==> config.mk <==
export PLATFORM = sky130hd
export DESIGN_NAME = seq_player
export DESIGN_NICKNAME = d
export VERILOG_FILES = /design/src/rtl/game_pkg.sv /design/src/rtl/dwell_timer.sv /design/src/rtl/seq_player.sv
export SDC_FILE = /design/constraint.sdc
export NUM_CORES = 1
export LEC_CHECK = 0
export CELL_PAD_IN_SITES_DETAIL_PLACEMENT = 2
export CELL_PAD_IN_SITES_GLOBAL_PLACEMENT = 2
export CORE_AREA = 5 5 67 69
export CTS_BUF_LIST = sky130_fd_sc_hd__clkbuf_4
export DETAILED_ROUTE_END_ITERATION = 10
export DIE_AREA = 0 0 72 74
export MAX_ROUTING_LAYER = met4
export PLACE_DENSITY = 0.87
export SLEW_MARGIN = 10
export SYNTH_ARGS = -nofsm -noshare
export SYNTH_HDL_FRONTEND = slang
export SYNTH_SLANG_ARGS = --single-unit
==> constraint.sdc <==
create_clock -name clock -period 1.81 [get_ports clock]
set_input_delay 0.362 -clock clock [delete_from_list [all_inputs] [get_ports clock]]
set_output_delay 0.362 -clock clock [all_outputs]
set_load 0.03 [all_outputs]
==> src/rtl/game_pkg.sv <==
// Shared definitions for the memory game: playback sequencer states and
// the default data/address widths used by the controller and pattern RAM.
package game_pkg;

  localparam int DATA_W_DEF = 4;
  localparam int ADDR_W_DEF = 4;

  typedef enum logic [2:0] {
    IDLE  = 3'd0,
    FETCH = 3'd1,
    SHOW  = 3'd2,
    GAP   = 3'd3,
    DONE  = 3'd4
  } player_state_t;

endpackage

==> src/rtl/dwell_timer.sv <==
// Counts tick strobes up to a limit and flags the strobe that reaches it.
// Held at zero while clear is high, so it restarts cleanly on every phase.
module dwell_timer #(
  parameter int CNT_W = 8
) (
  input  logic             clock,
  input  logic             reset,
  input  logic             clear,
  input  logic             tick,
  input  logic [CNT_W-1:0] limit,
  output logic             expire
);

  logic [CNT_W-1:0] dwell;

  assign expire = ~clear & tick & (dwell == limit - 1'b1);

  // NOTE: clocked state uses non-blocking assignments so every register
  // samples pre-edge values regardless of block evaluation order.
  always_ff @(posedge clock) begin
    if (reset || clear) begin
      dwell <= '0;
    end else if (tick) begin
      dwell <= expire ? '0 : dwell + 1'b1;
    end
  end

endmodule

==> src/rtl/seq_player.sv <==
// Plays the stored pattern (elements 0..round) on the LEDs, each element lit
// for ON_TICKS ticks and followed by OFF_TICKS blank ticks, then holds done.
module seq_player
  import game_pkg::*;
#(
  parameter int DATA_W    = DATA_W_DEF,
  parameter int ADDR_W    = ADDR_W_DEF,
  parameter int ON_TICKS  = 2,
  parameter int OFF_TICKS = 1,
  parameter int CNT_W     = 8
) (
  input  logic              clock,
  input  logic              reset,
  input  logic              en,
  input  logic              tick,
  input  logic [ADDR_W-1:0] round,
  output logic [ADDR_W-1:0] rd_addr,
  input  logic [DATA_W-1:0] rd_data,
  output logic [DATA_W-1:0] leds,
  output logic              busy,
  output logic              done
);

  player_state_t     state, state_n;
  logic [DATA_W-1:0] leds_n;
  logic [ADDR_W-1:0] rd_addr_n;
  logic [ADDR_W-1:0] idx, idx_n;
  logic [ADDR_W-1:0] rnd, rnd_n;
  logic              en_q;
  logic              start;
  logic              timer_clear;
  logic              expire;
  logic [CNT_W-1:0]  limit;

  assign start       = en & ~en_q;
  assign timer_clear = !((state == SHOW) || (state == GAP));
  assign limit       = (state == SHOW) ? CNT_W'(ON_TICKS) : CNT_W'(OFF_TICKS);
  assign busy        = (state == FETCH) || (state == SHOW) || (state == GAP);
  assign done        = (state == DONE);

  dwell_timer #(.CNT_W(CNT_W)) u_dwell (
    .clock  (clock),
    .reset  (reset),
    .clear  (timer_clear),
    .tick   (tick),
    .limit  (limit),
    .expire (expire)
  );

  // Sampled even during reset so an enable held across reset cannot
  // masquerade as a fresh rising edge afterwards.
  always_ff @(posedge clock) begin
    en_q <= en;
  end

  always_ff @(posedge clock) begin
    if (reset) begin
      state   <= IDLE;
      leds    <= '0;
      rd_addr <= '0;
      idx     <= '0;
      rnd     <= '0;
    end else begin
      state   <= state_n;
      leds    <= leds_n;
      rd_addr <= rd_addr_n;
      idx     <= idx_n;
      rnd     <= rnd_n;
    end
  end

  always_comb begin
    // NOTE: every output gets a default first, so no path through the case
    // leaves a signal unassigned and infers a latch.
    state_n   = state;
    leds_n    = leds;
    rd_addr_n = rd_addr;
    idx_n     = idx;
    rnd_n     = rnd;

    case (state)
      IDLE: begin
        leds_n = '0;
        if (start) begin
          rnd_n     = round;
          idx_n     = '0;
          rd_addr_n = '0;
          state_n   = FETCH;
        end
      end
      FETCH: begin
        if (!en) begin
          state_n = IDLE;
          leds_n  = '0;
        end else begin
          state_n = SHOW;
          leds_n  = rd_data;
        end
      end
      SHOW: begin
        if (!en) begin
          state_n = IDLE;
          leds_n  = '0;
        end else if (expire) begin
          state_n = GAP;
          leds_n  = '0;
        end
      end
      GAP: begin
        if (!en) begin
          state_n = IDLE;
          leds_n  = '0;
        end else if (expire) begin
          if (idx == rnd) begin
            state_n = DONE;
          end else begin
            idx_n     = idx + 1'b1;
            rd_addr_n = idx + 1'b1;
            state_n   = FETCH;
          end
        end
      end
      DONE: begin
        leds_n = '0;
        if (!en) state_n = IDLE;
      end
      default: begin
        state_n = IDLE;
        leds_n  = '0;
      end
    endcase
  end

endmodule
# [Word-level counts from Yosys, hierarchy flattened]
# Index checks and enable logic that the tools add are counted.
[totals] ff_bits=24 out_inout_bits=10 wordCells=59
[classes] addsub=3 eq_ne=14 n_mux=21 bitwise=4 reduce_logical=11
[op_table] cell="two-way mux 4 bit" n=8
[op_table] cell="two-way mux 3 bit" n=7
[op_table] cell="one-hot mux 3 bit (5 select lines)" n=1
[op_table] cell="one-hot mux 4 bit (3 select lines)" n=1
[op_table] cell="!= test 2 bit, second input constant" n=5
[op_table] cell="adder 8 x 1 -> 8 bit, second input constant" n=1
[op_table] cell="equality test 8 bit" n=1
[op_table] cell="two-way mux 8 bit" n=1
[op_table] cell="one-hot mux 4 bit (2 select lines)" n=1
[op_table] cell="equality test 3 x 2 -> 1 bit, second input constant" n=2
[op_table] cell="!= test 3 x 2 -> 1 bit, second input constant" n=2
[op_table] cell="AND reduction 5 bit" n=1
[op_table] cell="adder 4 x 1 -> 4 bit, second input constant" n=1
[op_table] cell="equality test 4 bit" n=1
[op_table] cell="logical OR 1 bit" n=4
[op_table] cell="two-way mux 2 bit" n=2
[op_table] cell="AND reduction 2 bit" n=2
[op_table] cell="AND reduction 4 bit" n=1
[op_table] cell="AND 1 bit" n=3
[op_table] cell="equality test 3 x 1 -> 1 bit, second input constant" n=1
[op_table] cell="equality test 3 bit, second input constant" n=1
[op_table] cell="logical NOT 3 bit" n=1
[op_table] cell="subtractor 2 x 1 -> 3 bit, second input constant" n=1
[op_table] cell="!= test 2 x 1 -> 1 bit, second input constant" n=1
[op_table] cell="3 further kinds" n=3

# [Longest topological paths before layout]
[logic_depth] depth_word=8 depth_mapped=6

# [By module]
# Synthesis repeated with hierarchy kept, for this count alone.
[hier_totals] hier_cells=164 hier_area_um2=1465.2
[by_module_without_submodules] mod="seq_player" instances=1 cells_each=94 area_per_inst_um2=840.8 seq_area_each_um2=320.3
[by_module_without_submodules] mod="dwell_timer" instances=1 cells_each=70 area_per_inst_um2=624.3 seq_area_each_um2=160.2

# [Worst setup path after synthesis]
# OpenSTA, ideal clock, no wires.
[synth_path] kind="register to register" startpoint="register state[2]" endpoint="register idx[2]" t_arrival_ps=1506 required_ps=1688 setup_slack_ps=182 path_stages_with_launch=7 n_path_buf=1 synth_period_minus_slack_ps=1628 path_cell_list="dfxtp_1 -> buf_2 -> and2b_1 -> nand4_4 -> a31oi_4 -> a21oi_2 -> a221o_1"
[synth_between] elab_chain_len=7
[synth_rtl] element="start, declared" line_no="seq_player.sv:24" text="player_state_t state, state_n;"
[synth_rtl] element="start signal, assigned" line_no="seq_player.sv:64" text="state <= state_n;"
[synth_rtl] element="equality test 3 x 2 -> 1 bit" line_no="seq_player.sv:36, seq_player.sv:37"
[synth_rtl] element="two-way mux 2 bit" line_no="seq_player.sv:37" text="assign limit = (state == SHOW) ? CNT_W'(ON_TICKS) : CNT_W'(OFF_TICKS);"
[synth_rtl] element="subtractor 2 x 1 -> 3 bit" line_no="dwell_timer.sv:16" text="assign expire = ~clear & tick & (dwell == limit - 1'b1);"
[synth_rtl] element="equality test 8 bit" line_no="dwell_timer.sv:16"
[synth_rtl] element="AND 1 bit" line_no="dwell_timer.sv:16"
[synth_rtl] element="!= test 2 x 1 -> 1 bit (no source line)"
[synth_rtl] element="AND reduction 5 bit (no source line)"
[synth_rtl] element="end signal, assigned" line_no="seq_player.sv:67" text="idx <= idx_n;"
[synth_rtl] element="end, declared" line_no="seq_player.sv:27" text="logic [ADDR_W-1:0] idx, idx_n;"
# Several ways; a longest one is shown, not always the timed one.
# A chain may end at the register's enable or synchronous reset.

# [Worst setup path after layout]
[layout_path] startpoint="input port tick" endpoint="register idx[2]"
[layout_between] elab_chain_len=4
[layout_rtl] element="start, declared" line_no="seq_player.sv:15" text="input logic tick,"
[layout_rtl] element="AND 1 bit (2 in a row)" line_no="dwell_timer.sv:16"
[layout_rtl] element="!= test 2 x 1 -> 1 bit (no source line)"
[layout_rtl] element="AND reduction 5 bit (no source line)"
# No other way between the ends.

==> out/summary.txt <==
=====================================================================================
Final Net Count                                                                   182
CTS H-Tree Depth                                                                    1
Total of endpoints with negative setup slack in the final report                    0
Combined global-route utilization of all metal layers                           14.1%
Warning count from the yosys run                                                    0
CTS Buffer Depth                                                                    2
Total clock buffers created by CTS                                                  3
Average instance area after synthesis                                        9.38 um2
Post-synthesis register bit count                                                  24
Area used by multi-input combinational logic                                  708 um2
Data arrival time of the worst path                                           1.98 ns
Pin count of the biggest net entering global routing                               13
Rel. slew slack                                                                 73.5%
GPL Wtd Cong                                                                    0.889
Clock tree from TritonCTS                                                       built
Clock period minus final worst setup slack                                    1.76 ns
Count of routing violations after the opening detailed-route iteration             20
Antenna-violating nets left                                                         0
Num ports                                                                          22
Type of element capturing the critical path                                 flip-flop
Filler Cell Count                                                                 448
Crit start category                                                        input port
Number of global-route vias before repair                                        1195
Power per cell area                                                        600 nW/um2
DRC Markers                                                                         0
Root buffer selected by CTS                                              sky130_fd_sc_hd__clkbuf_4
Antenna violations before repair                                                    0
Total routed wirelength                                                       3550 um
Final clock skew                                                           0.00184 ns
First-pass iteration count of the detailed router                                   4
Half-perimeter wire length of the detailed placement result                   2680 um
Layout overhead on the synthesized area                                         38.4%
# hold bufs at CTS                                                                  0
Cell area after technology mapping                                           1180 um2
Number of flops mapped to enable cells by yosys                                     0
Asr flop ratio synth                                                               0%
Post-CTS setup buffer count                                                         0
Nets in the synthesized netlist                                                   140
Starting utilization of the core area                                           30.7%
Final core occ                                                                  42.4%
Max FO, Critical Path                                                               3
Final-report max-slew violation count                                               0
Class of the most critical setup path                                    input port to flip-flop
DR vias                                                                          1104
Portion of the post-synthesis area used by sequential elements                  40.6%
Number of instances in the synthesized netlist                                    126
Sinks on Clock Net                                                                 24
Highest ir drop seen on vdd                                                0.000253 V
Via density                                                                      5.11
CTS clock-pin slew for the worst setup and hold paths                         0.12 ns
Total inserted antenna cells                                                        0
Final critical-path share of the clock period                                   97.3%
Final-report hold violation count                                                   0
Clock Latency Late Sink                                                       0.31 ns
Worst Max-Slew Pin Slew                                                      0.395 ns
Layout cells sized above 1                                                      21.7%
Detailed-route wire length per cell                                           16.4 um
Input/output buffers                                                               21
Final TNS setup                                                                  0 ns
Total grt overflow                                                                  0
Overall power of the completed layout                                        0.981 mW
Leakage                                                                      0.694 nW
Ys flop type                                                             sky130_fd_sc_hd__dfxtp_1
F_max                                                                       0.568 GHz
Wire length of the first global-routing pass                                  5740 um
Die outline height                                                              74 um
Run status                                                                  completed
FP Rows                                                                            23
RSZ-0062 raised after global routing                                             true
Placeable core area                                                          3860 um2
Distinct cells, synth                                                              38
Required time reported for the critical path endpoint                         2.03 ns
Die outline width                                                               72 um
MaxCap Viol Count                                                                   0
Die Footprint                                                                5330 um2
Worst min-delay path class                                               input port to flip-flop
FF+latch area                                                                 482 um2
=====================================================================================
==> flip-flops by register name, indices dropped and copies added, names as in the netlist <==
signal         count
leds               4
en_q               1
state              3
rnd                4
u_dwell.dwell      8
idx                4
==> power breakdown <==
group,switching [mW],internal (mW),leakage (nW)
logic,0.101,0.0960,0.485
registers,0.0107,0.540,0.195
clock network,0.156,0.0780,0.0138
total,0.267,0.714,0.694
==> cell usage after synthesis, drive strengths merged (2+ instances only) <==
master / number / share of area, %
a21oi: 8 / 3.7
clkbuf: 2 / 0.64
nor3b: 2 / 1.3
a221o: 3 / 2.5
a22oi: 5 / 3.2
nand2b: 3 / 1.6
nor2b: 2 / 1.1
nor4b: 2 / 3.3
and3: 3 / 1.6
ha: 2 / 2.1
nand2: 11 / 3.5
nor4: 3 / 2.6
dfxtp: 24 / 41
nor2: 18 / 5.7
buf: 2 / 1.1
nand4: 4 / 3.4
xor2: 11 / 8.1
nand3: 6 / 2.5
==> layout make-up <==
class	count	area share [%]
clock buffer	3	1.38
inverter	1	0.229
multi-input combinational	97	43.3
sequential	24	29.4
tap	50	3.82
timing repair buffer	41	21.9
==> critical path, stage by stage <==
cell and delay [ns]:
sky130_fd_sc_hd__clkdlybuf4s50_1 0.48, sky130_fd_sc_hd__nor4b_4 0.27, sky130_fd_sc_hd__nand4_4 0.15, sky130_fd_sc_hd__a31oi_4 0.25, sky130_fd_sc_hd__a21oi_2 0.10, sky130_fd_sc_hd__a221o_1 0.36
==> logic make-up (layout without fill, tap and decap cells) <==
family                   Yosys count  count (layout)  share of synthesized area (%)
AND/OR/NAND/NOR                   59              59                           29.5
flip-flops                        24              24                           40.6
AO/OA/AOI/OAI                     22              22                           15.0
XOR/XNOR                          12              12                           8.89
buffers and inverters              5              45                           2.01
adder cells (fa/ha/maj)            2               2                           2.12
multiplexers                       2               2                           1.80
==> cell usage in the layout, fill, tap and decap left out, types with 2 or more instances in the layout <==
cell,instances
sky130_fd_sc_hd__dfxtp_1,23
sky130_fd_sc_hd__buf_4,20
sky130_fd_sc_hd__nor2_1,17
sky130_fd_sc_hd__clkdlybuf4s50_1,14
sky130_fd_sc_hd__nand2_1,11
sky130_fd_sc_hd__xor2_1,11
sky130_fd_sc_hd__a21oi_1,7
sky130_fd_sc_hd__nand3_1,6
sky130_fd_sc_hd__dlygate4sd2_1,5
sky130_fd_sc_hd__a22oi_1,4
sky130_fd_sc_hd__nand2b_1,3
sky130_fd_sc_hd__a221o_1,3
sky130_fd_sc_hd__and3_1,3
sky130_fd_sc_hd__nand4_1,3
sky130_fd_sc_hd__clkbuf_4,3
sky130_fd_sc_hd__nor4b_4,2
sky130_fd_sc_hd__nor3b_1,2
sky130_fd_sc_hd__nor2b_1,2
sky130_fd_sc_hd__ha_1,2
==> metrics by stage <==
step	std cells	hold WS (ns)	area, um2	setup slack [ns]
4_1_cts	216	0.484	1610	0.0125
3_3_place_gp	213	0.467	1580	-0.253
6_report	216	0.401	1640	0.0482
5_1_grt	216	0.399	1640	-0.0584
3_5_place_dp	213	0.466	1580	-0.348
2_1_floorplan	126	0.390	1180	0.182
==> worst paths after layout <==
kind | startpoint | endpoint | slack, ns | cells past startpoint
worst max register to register | idx[0]$_SDFFE_PP0P_ | idx[2]$_SDFFE_PP0P_ | 0.10 | 5
worst min-delay path | en | en_q$_DFF_P_ | 0.40 | 2
worst min register to register | rnd[0]$_SDFFE_PP0P_ | rnd[0]$_SDFFE_PP0P_ | 0.48 | 2
worst max-delay path | tick | idx[2]$_SDFFE_PP0P_ | 0.05 | 6
==> metal layers <==
| layer | share of wire (%) | global-route usage, % | vias up |
|---|---|---|---|
| met5 | 0 | - | - |
| met4 | 1.4 | 5.64 | 0 |
| met3 | 4.1 | 2.16 | 4 |
| met2 | 53 | 24.3 | 23 |
| met1 | 41 | 16.5 | 545 |
| li1 | - | - | 532 |
==> repair_timing <==
| action | in CTS | in global routing |
|---|---|---|
| pin swaps | 0 | 2 |
| setup endpoints to repair | 6 | 8 |
| resized for setup | 7 | 6 |
(Power assumes the default switching activity.)
==> variant 1: new RTL, config.mk and constraints unchanged <==
Take the reset off `rd_addr` and load it in a clocked block of its own.
--- a/src/rtl/seq_player.sv
+++ b/src/rtl/seq_player.sv
@@ -57,16 +57,18 @@
     if (reset) begin
       state   <= IDLE;
       leds    <= '0;
-      rd_addr <= '0;
       idx     <= '0;
       rnd     <= '0;
     end else begin
       state   <= state_n;
       leds    <= leds_n;
-      rd_addr <= rd_addr_n;
       idx     <= idx_n;
       rnd     <= rnd_n;
     end
+  end
+
+  always_ff @(posedge clock) begin
+    rd_addr <= rd_addr_n;
   end
 
   always_comb begin
Check against the original RTL: differs if reset is asserted again (counterexample within 10 cycles, from zero or initial values and one cycle with reset high); with reset held inactive, the same outputs for 10 cycles.
==> variant 1 against the unedited design <==
Area after synthesis is 16% higher; maximum frequency hardly changed; final cell count is 9.7% higher; sequential cell count is 4 higher; wire length is 38% higher; count of clock-buffer cells in the layout stayed put; clock skew is 4.6 ps higher; via count is 18% higher; die area stayed put; final area is 12% higher; setup slack worse by 1.6 ps; non-clock buffer count is 1 higher; highest routed layer unchanged.
Power is not compared: it rests on default switching activity, and its combinational part moved more than twofold at a synthesized area within 25%.
==> variant 1: results (changes against the unedited design) <==
stage,metric,value,unit,change
synthesis,post-synthesis adder-cell area fraction,1.83,%,-0.29 points
synthesis,synth top area cells,"dfxtp_1, edfxtp_1, xor2_1",,
route,first-iteration detailed-routing DRC count,37,,+85%
setup_path,worst reg2reg endpoint,state[2],,
clocking,Clock transition at path regs,170,ps,+50 ps
synthesis,synth unique cells,43,,+13%
route,routed wire length,4.88,mm,+38%
setup_path,Register-to-Register Path Depth,4,,-1
synthesis,"Seq/Total Area, Yosys",43.8,%,+3.2 points
sta,clk_skew,6.46,ps,+4.63 ps
synthesis,Compound-Gate Fraction of Synth Area,16.0,%,+0.96 points
synthesis,multiplexer share of the synthesized area,0.731,%,-1.1 points
status,status,"finished, final reports clean",,
setup_path,Crit path largest cell delay,680,ps,+200 ps
setup_path,CP Max Fanout,2,,-1
placed_design,global placer's final weighted congestion,0.819,,-7.9%
setup_path,r2r startpoint,idx[2],,
synthesis,syn_nets,162,,+16%
sta,min Tclk post-route,1760,ps,+1.56 ps
setup_path,critical path data arrival time,1400,ps,-580 ps
global_route,largest net degree at the start of global routing,17,,+4
placed_design,pre-CTS setup slack,-269,ps,+79.3 ps
synthesis,Post-synth EDFFs,4,,+4
layout,Finished Cell Area,1830,um2,+12%
layout,share of layout cells above drive strength 1,19.3,%,-2.4 points
global_route,GRT Total Usage,20.3,%,+6.2 points
sta,Slew Limit Headroom,64.6,%,-8.8 points
setup_path,Critical Path Start,leds[2],,
layout,Nets,202,,+11%
synthesis,Post-Synth XOR/XNOR Area,8.95,%,+0.061 points
route,via count,1308,,+18%
min_path,worst min-delay path class,flop to flop,,
min_path,hold path endpoint,rnd[2],,
==> variant 1: stage by stage <==
stage / power (mW) / util, % / std cells / hold WS [ps]
global placement: 1.10 / 45.7 / 232 / 457
finish: 1.56 / 47.5 / 237 / 491
global route: 1.62 / 47.5 / 237 / 512
floorplan: 0.922 / - / 148 / 390
CTS: 1.56 / 47.2 / 236 / 489
detailed placement: 1.13 / 45.7 / 232 / 469
==> variant 1: where the power goes <==
part,internal (mW),total (mW),switching (mW)
sequential,0.665,0.700,0.0355
combinational,0.189,0.426,0.237
clock,0.224,0.429,0.205
total,1.08,1.56,0.478
==> variant 1: layout make-up <==
class / count / area (um2)
inverters: 3 / 11.3
well taps: 50 / 62.6
multi-input cells: 110 / 742
repair buffers: 42 / 359
flip-flops and latches: 28 / 604
clock buffers: 3 / 22.5
fillers: 418 / 2020
clock inverters: 1 / 30.0
==> variant 1: how the worst max path moves through the flow <==
stage | end | depth (start not counted)
5_1_grt | idx[0] | 5
3_5_place_dp | idx[0] | 6
6_report | leds[2] | 1
2_1_floorplan | rd_addr[0] | 5
3_3_place_gp | state[2] | 6
4_1_cts | state[2] | 5
==> variant 1: logic make-up after synthesis <==
family                     Yosys count
xor gates and xnor gates            14
muxes                                1
DFF                                 28
adders and majority gates            2
buffers and inverters               10
AOI/OAI and AO/OA                   31
and+or+nand+nor                     62
==> variant 1: timing repair <==
item	CTS	global route
pin swaps	0	2
gates cloned	0	0
endpoints found under the hold margin	0	0
setup endpoints to repair	11	19
buffers inserted	0	1
gates resized for setup	4	5
==> variant 1: worst min-delay path, stage by stage (launching register included) <==
cell and delay, ps:
dfxtp_1 350, nand2_1 60, a21oi_1 50
==> variant 1: metal layers <==
layer	GRT usage (%)	vias to the layer above	share of wire, %
met5	-	-	0
met4	5.43	0	1.4
met3	3.38	8	3.9
met2	38.3	34	54
met1	22.0	658	41
li1	-	608	-
==> variant 2: new RTL, config.mk and constraints unchanged <==
Without the edit above. Change the package constant `ADDR_W_DEF` from 4 to 5.
--- a/src/rtl/game_pkg.sv
+++ b/src/rtl/game_pkg.sv
@@ -3,7 +3,7 @@
 package game_pkg;
 
   localparam int DATA_W_DEF = 4;
-  localparam int ADDR_W_DEF = 4;
+  localparam int ADDR_W_DEF = 5;
 
   typedef enum logic [2:0] {
     IDLE  = 3'd0,
Interface: changed (resized rd_addr and round); port bits go from 22 to 24. The function was not compared with the original's and may differ.
==> variant 2 against the unedited design <==
Die area stayed put; hold slack improved by 130 ps; total power increased by 1.7%; wire length up 20%; non-clock buffer count is 1 lower; sequential cell count is 2 higher; area after synthesis up 8.7%; synthesized cell count grew 11%; sequential share of layout area up 0.63 points; first-iteration DRC count increased by 85%; global-route usage increased by 3.9 points; final area increased by 6.0%; setup slack improved by 6.8 ps; largest power group unchanged.
==> variant 2: results (changes against the unedited design) <==
stage,metric,value,unit,change
status,status,"finished, final reports clean",,
placed_design,PortBufs,23,,+9.5%
setup_path,worst reg2reg endpoint,idx[0],,
setup_path,Critical Path Start,leds[0],,
global_route,largest net degree at the start of global routing,15,,+2
synthesis,Main synth FF type,dfxtp_1,,
power_and_ir_drop,Peak VDD IR,0.237,mV,-6.3%
placed_design,global placer's final weighted congestion,0.861,,-3.2%
synthesis,"Seq/Total Area, Yosys",40.5,%,-0.13 points
global_route,first-pass GRT wire length,7.20,mm,+25%
synthesis,syn_nets,155,,+11%
sta,Slew Limit Headroom,76.4,%,+2.9 points
route,routed wire length,4.27,mm,+20%
route,Met3 Wirelength,106,um,-26%
power_and_ir_drop,clock group power,0.268,mW,+15%
power_and_ir_drop,Total Power,0.998,mW,+1.7%
route,Met2 Wirelength,2.36,mm,+25%
route,M1 WL,1.77,mm,+21%
layout,diode count,0,,unchanged
setup_path,Crit path largest cell delay,680,ps,+200 ps
clocking,Clock transition at path regs,150,ps,+30 ps
setup_path,r2r startpoint,idx[2],,
power_and_ir_drop,sw frac,26.7,%,-0.59 points
power_and_ir_drop,leakage power,0.739,nW,+6.5%
placed_design,area post-placement,1680,um2,+5.8%
min_path,worst min-delay path class,flop to flop,,
placed_design,post-DP HPWL,3.14,mm,+17%
setup_path,critical path data arrival time,1390,ps,-590 ps
synthesis,synth top area cells,"dfxtp_1, xor2_1, nor2_1",,
global_route,vias in the first global route,1402,,+17%
power_and_ir_drop,sequential power share,59.4,%,+3.3 points
sta,hold slack,535,ps,+133 ps
layout,share of layout cells above drive strength 1,17.2,%,-4.5 points
layout,"non-filler cells, final",230,,+6.5%
setup_path,CP endpoint,leds[0],,
layout,Nets,196,,+7.7%
setup_path,CP top delay family,buffers and inverters,,
placed_design,pre-CTS setup slack,-304,ps,+44.3 ps
min_path,hold path endpoint,leds[1],,
clocking,worst-skew pair later-pin latency,330,ps,+20 ps
setup_path,CP Max Fanout,2,,-1
min_path,Hold Startpoint,leds[1],,
route,first-pass iteration count of the detailed router,4,,unchanged
synthesis,Commonest cells post-synth,"dfxtp_1, nor2_1, xor2_1",,
route,via count,1200,,+8.7%
sta,clk_skew,1.62,ps,-0.218 ps
setup_path,worst reg2reg setup slack,130,ps,+30 ps
synthesis,synth unique cells,40,,+5.3%
==> variant 2: what timing repair did <==
action,in CTS,in global routing
pin swaps,0,2
setup buffers,0,1
endpoints found under the setup margin,5,7
resized for setup,5,6
==> variant 2: cell families after synthesis <==
family	synth area share, %
buffers and inverters	2.53
AO/OA/AOI/OAI	12.3
AND/OR/NAND/NOR	28.4
adder cells (fa/ha/maj)	1.95
flip-flops	40.5
XOR/XNOR	8.86
multiplexers	5.45
==> variant 2: tightest hold or removal path, stage by stage (launching register included) <==
cell	delay, ps
dfxtp_1	360
a22oi_1	80
nor2_1	80
==> variant 2: final cells by class <==
class                      count  area, um2
fill                         424       2120
clock buffer                   3       22.5
inverter                       4       15.0
tap                           50       62.6
multi-input combinational    106        763
clock inverter                 1       3.75
timing repair buffer          40        347
sequential                    26        522
==> variant 2: routing by layer <==
metal | up-vias | global-route usage (%)
met4 | 0 | 4.38
met5 | - | -
met1 | 602 | 19.5
met3 | 4 | 2.16
li1 | 575 | -
met2 | 19 | 35.0
